--- src/rtl/frontend_issue_buffer_if.sv ---
// Write-side and issue-side bus of frontend_issue_buffer.
// The buffer takes the slave modport and the fetch/backend side takes master.
interface frontend_issue_buffer_if #(
  parameter int unsigned DATA_WIDTH = 128,
  parameter int unsigned IN_PORT    = 2,
  parameter int unsigned OUT_PORT   = 2
);
  localparam int unsigned NUM_W = $clog2(IN_PORT + 1);

  logic                           write_ready_o;
  logic [NUM_W-1:0]               write_num_i;
  logic [IN_PORT*DATA_WIDTH-1:0]  write_data_i;
  logic [OUT_PORT-1:0]            out_valid_o;
  logic [OUT_PORT*DATA_WIDTH-1:0] out_data_o;
  logic [OUT_PORT-1:0]            issue_i;

  modport master (
    input  write_ready_o, out_valid_o, out_data_o,
    output write_num_i, write_data_i, issue_i
  );

  modport slave (
    output write_ready_o, out_valid_o, out_data_o,
    input  write_num_i, write_data_i, issue_i
  );
endinterface

--- src/rtl/frontend_issue_buffer.sv ---
// In-order instruction ring plus registered issue window between decode and backend.
// Optional write-to-window bypass when the ring is empty: define ISSUE_BUF_BYPASS_EN.
module frontend_issue_buffer #(
  parameter int unsigned DATA_WIDTH = 128,
  parameter int unsigned IN_PORT    = 2,
  parameter int unsigned OUT_PORT   = 2,
  parameter int unsigned DEPTH      = 16
) (
  input  logic                       clk,
  input  logic                       rst,
  input  logic                       flush_i,
  input  logic                       hold_i,
  frontend_issue_buffer_if.slave     bus,
  output logic [$clog2(DEPTH+1)-1:0] count_o
);
  localparam int unsigned PTR_W = $clog2(DEPTH);
  localparam int unsigned CNT_W = $clog2(DEPTH + 1);

  logic [DATA_WIDTH-1:0]                mem [DEPTH];
  logic [PTR_W-1:0]                     head_q, tail_q;
  logic [CNT_W-1:0]                     count_q;
  logic                                 ready_q;
  logic [OUT_PORT-1:0]                  win_v_q, win_v_n;
  logic [OUT_PORT-1:0][DATA_WIDTH-1:0]  win_d_q, win_d_n;
  logic [IN_PORT-1:0][DATA_WIDTH-1:0]   wdata;

  int unsigned n_iss, n_val, retained, free_lanes, acc, byp, pops, cnt, count_n;

  assign wdata             = bus.write_data_i;
  assign bus.write_ready_o = ready_q;
  assign bus.out_valid_o   = win_v_q;
  assign bus.out_data_o    = win_d_q;
  assign count_o           = count_q;

  // Window retain/shift, bypass and ring refill for the coming edge
  always_comb begin
    n_iss = 0;
    n_val = 0;
    for (int unsigned j = 0; j < OUT_PORT; j++) begin
      n_iss += 32'(bus.issue_i[j]);
      n_val += 32'(win_v_q[j]);
    end
    retained   = (n_iss > n_val) ? 0 : n_val - n_iss;
    free_lanes = OUT_PORT - retained;
    cnt        = 32'(count_q);
    acc        = 0;
    if (ready_q) acc = (32'(bus.write_num_i) > IN_PORT) ? IN_PORT : 32'(bus.write_num_i);
    byp = 0;
`ifdef ISSUE_BUF_BYPASS_EN
    if (cnt == 0 && !hold_i) byp = (acc < free_lanes) ? acc : free_lanes;
`endif
    pops = 0;
    if (!hold_i) pops = (cnt < free_lanes - byp) ? cnt : free_lanes - byp;
    count_n = cnt + acc - byp - pops;

    for (int unsigned j = 0; j < OUT_PORT; j++) begin
      win_v_n[j] = 1'b0;
      win_d_n[j] = win_d_q[j];
      if (j < retained) begin
        win_v_n[j] = 1'b1;
        win_d_n[j] = win_d_q[j + n_iss];
      end
`ifdef ISSUE_BUF_BYPASS_EN
      else if (j < retained + byp) begin
        win_v_n[j] = 1'b1;
        win_d_n[j] = wdata[j - retained];
      end
`endif
      else if (j < retained + byp + pops) begin
        win_v_n[j] = 1'b1;
        win_d_n[j] = mem[PTR_W'(32'(head_q) + j - retained - byp)];
      end
    end
  end

  // Pointer, occupancy and window state
  always_ff @(posedge clk or posedge rst) begin
    if (rst) begin
      head_q  <= '0;
      tail_q  <= '0;
      count_q <= '0;
      ready_q <= 1'b1;
      win_v_q <= '0;
      win_d_q <= '0;
    end else if (flush_i) begin
      head_q  <= tail_q;
      count_q <= '0;
      ready_q <= 1'b1;
      win_v_q <= '0;
    end else begin
      head_q  <= PTR_W'(32'(head_q) + pops);
      tail_q  <= PTR_W'(32'(tail_q) + acc - byp);
      count_q <= CNT_W'(count_n);
      ready_q <= (DEPTH - count_n) >= IN_PORT;
      win_v_q <= win_v_n;
      win_d_q <= win_d_n;
    end
  end

  // Ring storage; lanes already placed in the window by the bypass are skipped
  always_ff @(posedge clk) begin
    for (int unsigned k = 0; k < IN_PORT; k++) begin
      if (!flush_i && k >= byp && k < acc) mem[PTR_W'(32'(tail_q) + k - byp)] <= wdata[k];
    end
  end

  // issue_i must be a prefix mask inside the valid window
  always @(posedge clk) begin
    if (!rst) begin
      assert ((bus.issue_i & ~win_v_q) == '0);
      assert ((bus.issue_i & (bus.issue_i + OUT_PORT'(1))) == '0);
    end
  end
endmodule

--- src/flat_wrapper.sv ---
// flat-port wrapper written by rule: the top's interface ports become plain ports
module frontend_issue_buffer_flat 
#(
  parameter int unsigned DATA_WIDTH = 128,
  parameter int unsigned IN_PORT    = 2,
  parameter int unsigned OUT_PORT   = 2,
  parameter int unsigned DEPTH      = 16
)
  (clk, rst, flush_i, hold_i, count_o, bus_write_ready_o, bus_out_valid_o, bus_out_data_o, bus_write_num_i, bus_write_data_i, bus_issue_i);
  frontend_issue_buffer_if #(.DATA_WIDTH(DATA_WIDTH), .IN_PORT(IN_PORT), .OUT_PORT(OUT_PORT)) bus_i ();
  input  logic clk;
  input  logic rst;
  input  logic flush_i;
  input  logic hold_i;
  output logic [$clog2(DEPTH+1)-1:0] count_o;
  output wire logic [$bits(bus_i.write_ready_o)-1:0] bus_write_ready_o;
  output wire logic [$bits(bus_i.out_valid_o)-1:0] bus_out_valid_o;
  output wire logic [$bits(bus_i.out_data_o)-1:0] bus_out_data_o;
  input wire logic [$bits(bus_i.write_num_i)-1:0] bus_write_num_i;
  input wire logic [$bits(bus_i.write_data_i)-1:0] bus_write_data_i;
  input wire logic [$bits(bus_i.issue_i)-1:0] bus_issue_i;
  assign bus_write_ready_o = bus_i.write_ready_o;
  assign bus_out_valid_o = bus_i.out_valid_o;
  assign bus_out_data_o = bus_i.out_data_o;
  assign bus_i.write_num_i = bus_write_num_i;
  assign bus_i.write_data_i = bus_write_data_i;
  assign bus_i.issue_i = bus_issue_i;
  frontend_issue_buffer #(.DATA_WIDTH(DATA_WIDTH), .IN_PORT(IN_PORT), .OUT_PORT(OUT_PORT), .DEPTH(DEPTH)) u_core (.clk(clk), .rst(rst), .flush_i(flush_i), .hold_i(hold_i), .bus(bus_i), .count_o(count_o));
endmodule
--- config.mk ---
export PLATFORM = sky130hd
export DESIGN_NAME = frontend_issue_buffer_flat
export DESIGN_NICKNAME = d
export VERILOG_FILES = /design/src/rtl/frontend_issue_buffer_if.sv /design/src/rtl/frontend_issue_buffer.sv /design/src/flat_wrapper.sv
export SDC_FILE = /design/constraint.sdc
export NUM_CORES = 2
export LEC_CHECK = 0
export BUFFER_PORTS_ARGS = -buffer_cell sky130_fd_sc_hd__buf_2
export CAP_MARGIN = 20
export CORE_AREA = 3 3 575 577
export CTS_BUF_LIST = sky130_fd_sc_hd__clkbuf_16
export DETAILED_ROUTE_END_ITERATION = 16
export DIE_AREA = 0 0 578 580
export GPL_TIMING_DRIVEN = 0
export PLACE_DENSITY_LB_ADDON = 0.25
export REMOVE_ABC_BUFFERS = 1
export SYNTH_ARGS = -nofsm -noshare
export SYNTH_HDL_FRONTEND = slang
export SYNTH_SLANG_ARGS = --single-unit
--- constraint.sdc ---
create_clock -name clk -period 10.8 [get_ports clk]
set_input_delay 1.08 -clock clk [delete_from_list [all_inputs] [get_ports clk]]
set_output_delay 1.08 -clock clk [all_outputs]
set_load 0.05 [all_outputs]
# Word level (Yosys, flattened, before mapping)
# Memory sizes are Yosys's and may differ from the RTL's. A register that Yosys moved wholly into a read port is not among the register bits.
# Index checks and enable logic that the tools add are counted.
# totals
input_bits	264
mem_count	1
ff_bits	144
ram_bits	2048
elab_cells	65
# classes
n_reduce_logical	7
bitwise	1
n_eq_ne	2
magnitude_cmp	12
mux	21
addsub	15
# mem_list
memory	depth	word_bits	rd	rd_clocked_by_memory_dff	write_ports	line_no	source
u_core.mem	16	128	2	1	2	frontend_issue_buffer.sv:19	logic [DATA_WIDTH-1:0] mem [DEPTH];
# op_table
op	n
$mux 128	4
$lt 1x32->1 const A	6
$mux 32	3
$lt 32x2->1 const B	2
$sub 32x32->32	2
$add 1x32->32 const A	1
$add 32x32->32	1
$ge 32x2->1 const B	1
$gt 32x32->1	1
$lt 5x32->1	1
$sub 2x32->32 const A	1
$sub 5x32->32 const A	1
$mux 1	9
$add 4x1->4 const B	2
$add 4x4->4	2
$sub 4x4->4	2
$add 5x2->6	1
$mux 2	3
$reduce_and 3->1	2
$mux 5	1
$add 1x1->2	2
$mux 4	1
$reduce_bool 2->1	2
$ne 3x2->1 const B	1
other kinds (5)	6

# Logic depth before layout (Yosys ltp)
# depth
depth_word	12
ltp_mapped	29
ltp_nobuf	29

# Worst setup path before layout
# OpenSTA, ideal clock, no wires.
# synth_path
kind	in2reg
from	in flush_i
to	mem u_core.mem[0][0] (enable)
n_path_buf	1
arrival_time_ps	10874
required_time_ps	9998
slack_ps	-876
cell_stages	4
cell_sequence	clkbuf_1 nor2b_1 nand2_1 o31ai_1
# synth_lines
element	line_no	source
from (decl)	flat_wrapper.sv:13	input logic flush_i;
to (decl)	frontend_issue_buffer.sv:19	

# Worst setup path in the final report
# layout_path
from	reg u_core.win_v_q[0] (netlist: u_core.bus.out_valid_o[0])
to	reg u_core.ready_q (netlist: u_core.bus.write_ready_o)
# layout_between
elab_chain_len	11
word_cells_on_any_way	12
# layout_rtl
element	line_no	source
from (decl)	frontend_issue_buffer.sv:23	logic [OUT_PORT-1:0] win_v_q, win_v_n;
from (signal assigned)	frontend_issue_buffer.sv:95	win_v_q <= win_v_n;
$add 1x1->2 (*)	frontend_issue_buffer.sv:41	n_val += 32'(win_v_q[j]);
$sub 32x32->32 or $gt 32x32->1 (tied branches)	frontend_issue_buffer.sv:43	retained = (n_iss > n_val) ? 0 : n_val - n_iss;
$mux 32 (*)	frontend_issue_buffer.sv:43	
$sub 2x32->32 (*)	frontend_issue_buffer.sv:44	free_lanes = OUT_PORT - retained;
$lt 5x32->1	frontend_issue_buffer.sv:53	if (!hold_i) pops = (cnt < free_lanes - byp) ? cnt : free_lanes - byp;
$mux 32 (*) (2 in series)	frontend_issue_buffer.sv:53	
$sub 32x32->32 (*)	frontend_issue_buffer.sv:54	count_n = cnt + acc - byp - pops;
$sub 5x32->32 (*)	frontend_issue_buffer.sv:94	ready_q <= (DEPTH - count_n) >= IN_PORT;
$ge 32x2->1 (*)	frontend_issue_buffer.sv:94	
$mux 1 (*)	frontend_issue_buffer.sv:85	end else if (flush_i) begin
to (signal assigned)	frontend_issue_buffer.sv:82	ready_q <= 1'b1;
to (signal assigned)	frontend_issue_buffer.sv:88	ready_q <= 1'b1;
to (signal assigned)	frontend_issue_buffer.sv:94	
to (decl)	frontend_issue_buffer.sv:22	logic ready_q;
# Every way passes the cells marked *; elsewhere a longest branch is shown, timed or not.
# A chain may end at the register's enable or synchronous reset.

==> impl_metrics.env <==
export IMPL_status="finished clean"
export IMPL_die_h_um=580
export IMPL_drive_gt1_share_pct=61.34
export IMPL_synth_edf_count=2048
export IMPL_cts_tree="built"
export IMPL_p_total_mw=47.67
export IMPL_vias=79394
export IMPL_wl_per_cell_um=36.30
export IMPL_cts_buffers=277
export IMPL_synth_seq_cells=2320
export IMPL_cp_required_ns=11.57
export IMPL_grt_pass1_wl_um=631600
export IMPL_fmax_mhz=125.2
export IMPL_hpwl_um=305900
export IMPL_viasPerCell=6.429
export IMPL_critPathCaptureType="flip-flop"
export IMPL_syn_inst=7266
export IMPL_fp_coreArea_mm2=0.3266
export IMPL_synth_main_ff_cell="edfxtp_1"
export IMPL_path_buf_inv=3
export IMPL_synth_top_area_share_pct=47.16
export IMPL_rows=210
export IMPL_drc=0
export IMPL_ys_types=60
export IMPL_cp_top_family="compound AO/OA/AOI/OAI gates"
export IMPL_synth_top_area_cell="edfxtp_1"
export IMPL_multi_input_area_mm2=0.05906
export IMPL_setup_viol=0
export IMPL_drt_pass1_iter_count=5
export IMPL_die_x_um=578
export IMPL_cts_sinks=2320
export IMPL_powerDensity_mw_per_mm2=310.7
export IMPL_hold_violations=0
export IMPL_timing_final_ws_setup_ns=2.815
export IMPL_max_slew_margin_pct=27.66
export IMPL_fin_area_mm2=0.1534
export IMPL_period_needed_ns=7.985
export IMPL_cts_setup_buffers=0
export IMPL_cp_start_kind="flip-flop"
export IMPL_ys_seq_area_share_pct=52.38
export IMPL_netlist_area_mm2=0.1304
export IMPL_worst_skew_pair_late_latency_ns=0.88
export IMPL_track_usage_pct=26.31
export IMPL_whs_ns=0.1435
export IMPL_cap_violations=0
export IMPL_drt_iter0_drc=9508
export IMPL_finalCritPeriodShare_pct=73.93
export IMPL_ys_async_sr_fraction_pct=11.72
export IMPL_final_nets=8052
export IMPL_final_core_util_pct=46.97
export IMPL_grt_overflow_total=0
export IMPL_h_tree_depth=5
export IMPL_crit_path_top_delay_cell="or4b_2"
export IMPL_die_area_mm2=0.3352
export IMPL_slew_viol_final=0
export IMPL_skew_ns=0.03265
export IMPL_drtAntennaViolNets=0
export IMPL_nFillCells=27274
export IMPL_cts_max_path_buffers=4
export IMPL_seq_area_mm2=0.06831
export IMPL_yosysWarnings=0
export IMPL_slowest_delay_ns=0.65
export IMPL_avgSynthCellArea_um2=17.95
export IMPL_critical_path_most_common_cell="ha_1"
export IMPL_netlist_top_cells_area="edfxtp_1 (47%), mux4_2 (22%), mux2_2 (19%)"
export IMPL_gp_congestion=0.7743
export IMPL_tightest_slew_ns=1.076
export IMPL_worstPathMaxFanout=7
export IMPL_vdd_drop_max_v=0.0002510
export IMPL_place_ws_ns=2.046
export IMPL_cts_resized=0
export IMPL_rsz0062_at_grt="false"
export IMPL_cts_root_buffer="clkbuf_16"
export IMPL_antenna_found_initial=150
export IMPL_grt_max_degree=71
export IMPL_worstSetupPathType="flip-flop to flip-flop"
export IMPL_wl_um=448300
export IMPL_hp_class="input port to asynchronous set/reset pin"
export IMPL_crit_arrival_ns=8.76
export IMPL_ctsHoldBuffers=0
export IMPL_placed_area_mm2=0.1446
export IMPL_start_util_pct=39.93
export IMPL_io_pins=528
export IMPL_area_growth_pct=17.64
export IMPL_portBuffers=527
export IMPL_grt_pass1_vias=81146
export IMPL_p_leak_nw=51.78
export IMPL_cts_clk_slew_worst_paths_ns=0.06
Yosys cell counts (22+ instances only):
| library cell | instances |
|---|---|
| mux2_2 | 2217 |
| nor2b_1 | 33 |
| mux4_2 | 1252 |
| clkbuf_1 | 688 |
| a21oi_1 | 45 |
| edfxtp_1 | 2048 |
| buf_1 | 84 |
| ha_1 | 49 |
| mux2i_1 | 35 |
| nor2_1 | 43 |
| buf_2 | 25 |
| a211oi_1 | 30 |
| dfrtp_1 | 271 |
| mux2_1 | 215 |
| nand2_1 | 22 |
| inv_1 | 29 |
metrics by stage:
stage / instances / TNS, ns
floorplan: 6464 / -8561.67
global placement: 11337 / -
detailed placement: 11798 / 0
CTS: 12300 / 0
global route: 12314 / 0
finish: 12349 / 0
cell families after synthesis:
kind of cell | synth area share (%)
AO/OA/AOI/OAI | 0.6188
XOR/XNOR | 0.1410
adder cells (fa/ha/maj) | 0.5929
buffers and inverters | 2.670
flip-flops | 52.38
multiplexers | 42.89
other | 0.005759
AND/OR/NAND/NOR | 0.7013
routing by layer:
| layer | vias to the layer above | wire [um] | global-route usage [%] |
|---|---|---|---|
| li1 | 31190 | - | - |
| met1 | 42719 | 179800 | 36.74 |
| met2 | 4440 | 204700 | 40.00 |
| met3 | 961 | 47730 | 7.033 |
| met4 | 84 | 15520 | 8.405 |
| met5 | - | 517 | 0 |
worst register-to-register path, delay by kind of cell, from the launching register on:
kind,cells,cell delay [ns]
compound gates,11,2.64
fa+ha+maj,8,2.49
simple gates,6,1.86
buf+inv,3,0.39
flops,1,0.37
mux,1,0.16
flip-flops by register name, indices dropped and copies added (netlist names):
| name | flops |
|---|---|
| u_core.bus.out_valid_o | 2 |
| u_core.bus.out_data_o | 256 |
| u_core.tail_q | 4 |
| u_core.head_q | 4 |
| u_core.mem | 2048 |
| u_core.bus.write_ready_o | 1 |
| u_core.count_o | 5 |
cells in the final DEF (no fill, tap or decap), types with 25 or more instances in the layout:
cell type / count
clkbuf_16: 285
mux2_1: 215
nor2b_1: 33
buf_12: 155
dfrtp_1: 271
diode_2: 49
buf_6: 80
buf_16: 134
mux2i_1: 35
a21oi_1: 45
buf_8: 87
clkinv_1: 53
mux4_2: 1252
nor2_1: 28
inv_1: 109
conb_1: 25
edfxtp_1: 2048
a211oi_1: 30
mux2_2: 2217
buf_2: 527
ha_1: 46
clkinv_2: 39
final cells by class:
type / instances / share of cell area [%]
Clock inverter: 217 / 1.019
Multi-Input combinational cell: 4114 / 38.50
Timing Repair Buffer: 988 / 7.609
Sequential cell: 2320 / 44.52
Antenna cell: 49 / 0.07992
Inverter: 30 / 0.07829
Clock buffer: 285 / 4.649
Tap cell: 4346 / 3.544
power breakdown:
| group | internal, mW | total (mW) | switching [mW] | leakage [nW] |
|---|---|---|---|---|
| logic | 13.0 | 26.5 | 13.5 | 25.5 |
| clock network | 5.30 | 9.16 | 3.86 | 4.57 |
| registers | 11.3 | 12.0 | 0.736 | 21.7 |
| total | 29.6 | 47.7 | 18.1 | 51.8 |
path summary, 6_finish.rpt:
| check | start | end | slack [ns] | depth (start not counted) |
|---|---|---|---|---|
| min reg2reg | u_core.bus.out_data_o[57]$_DFFE_PP0P_ | u_core.bus.out_data_o[57]$_DFFE_PP0P_ | 0.48 | 1 |
| min | rst | u_core.bus.out_data_o[61]$_DFFE_PP0P_ | 0.14 | 2 |
| max | u_core.bus.out_valid_o[0]$_DFF_PP0_ | u_core.bus.write_ready_o$_DFF_PP1_ | 2.82 | 29 |
| max in group asynchronous | rst | u_core.bus.out_data_o[128]$_DFFE_PP0P_ | 9.02 | 5 |
| min in group clk | u_core.bus.out_data_o[57]$_DFFE_PP0P_ | u_core.bus.out_data_o[57]$_DFFE_PP0P_ | 0.48 | 1 |
| max reg2reg | u_core.bus.out_valid_o[0]$_DFF_PP0_ | u_core.bus.write_ready_o$_DFF_PP1_ | 2.82 | 29 |
Note: power is estimated with default switching activity, not from simulation.
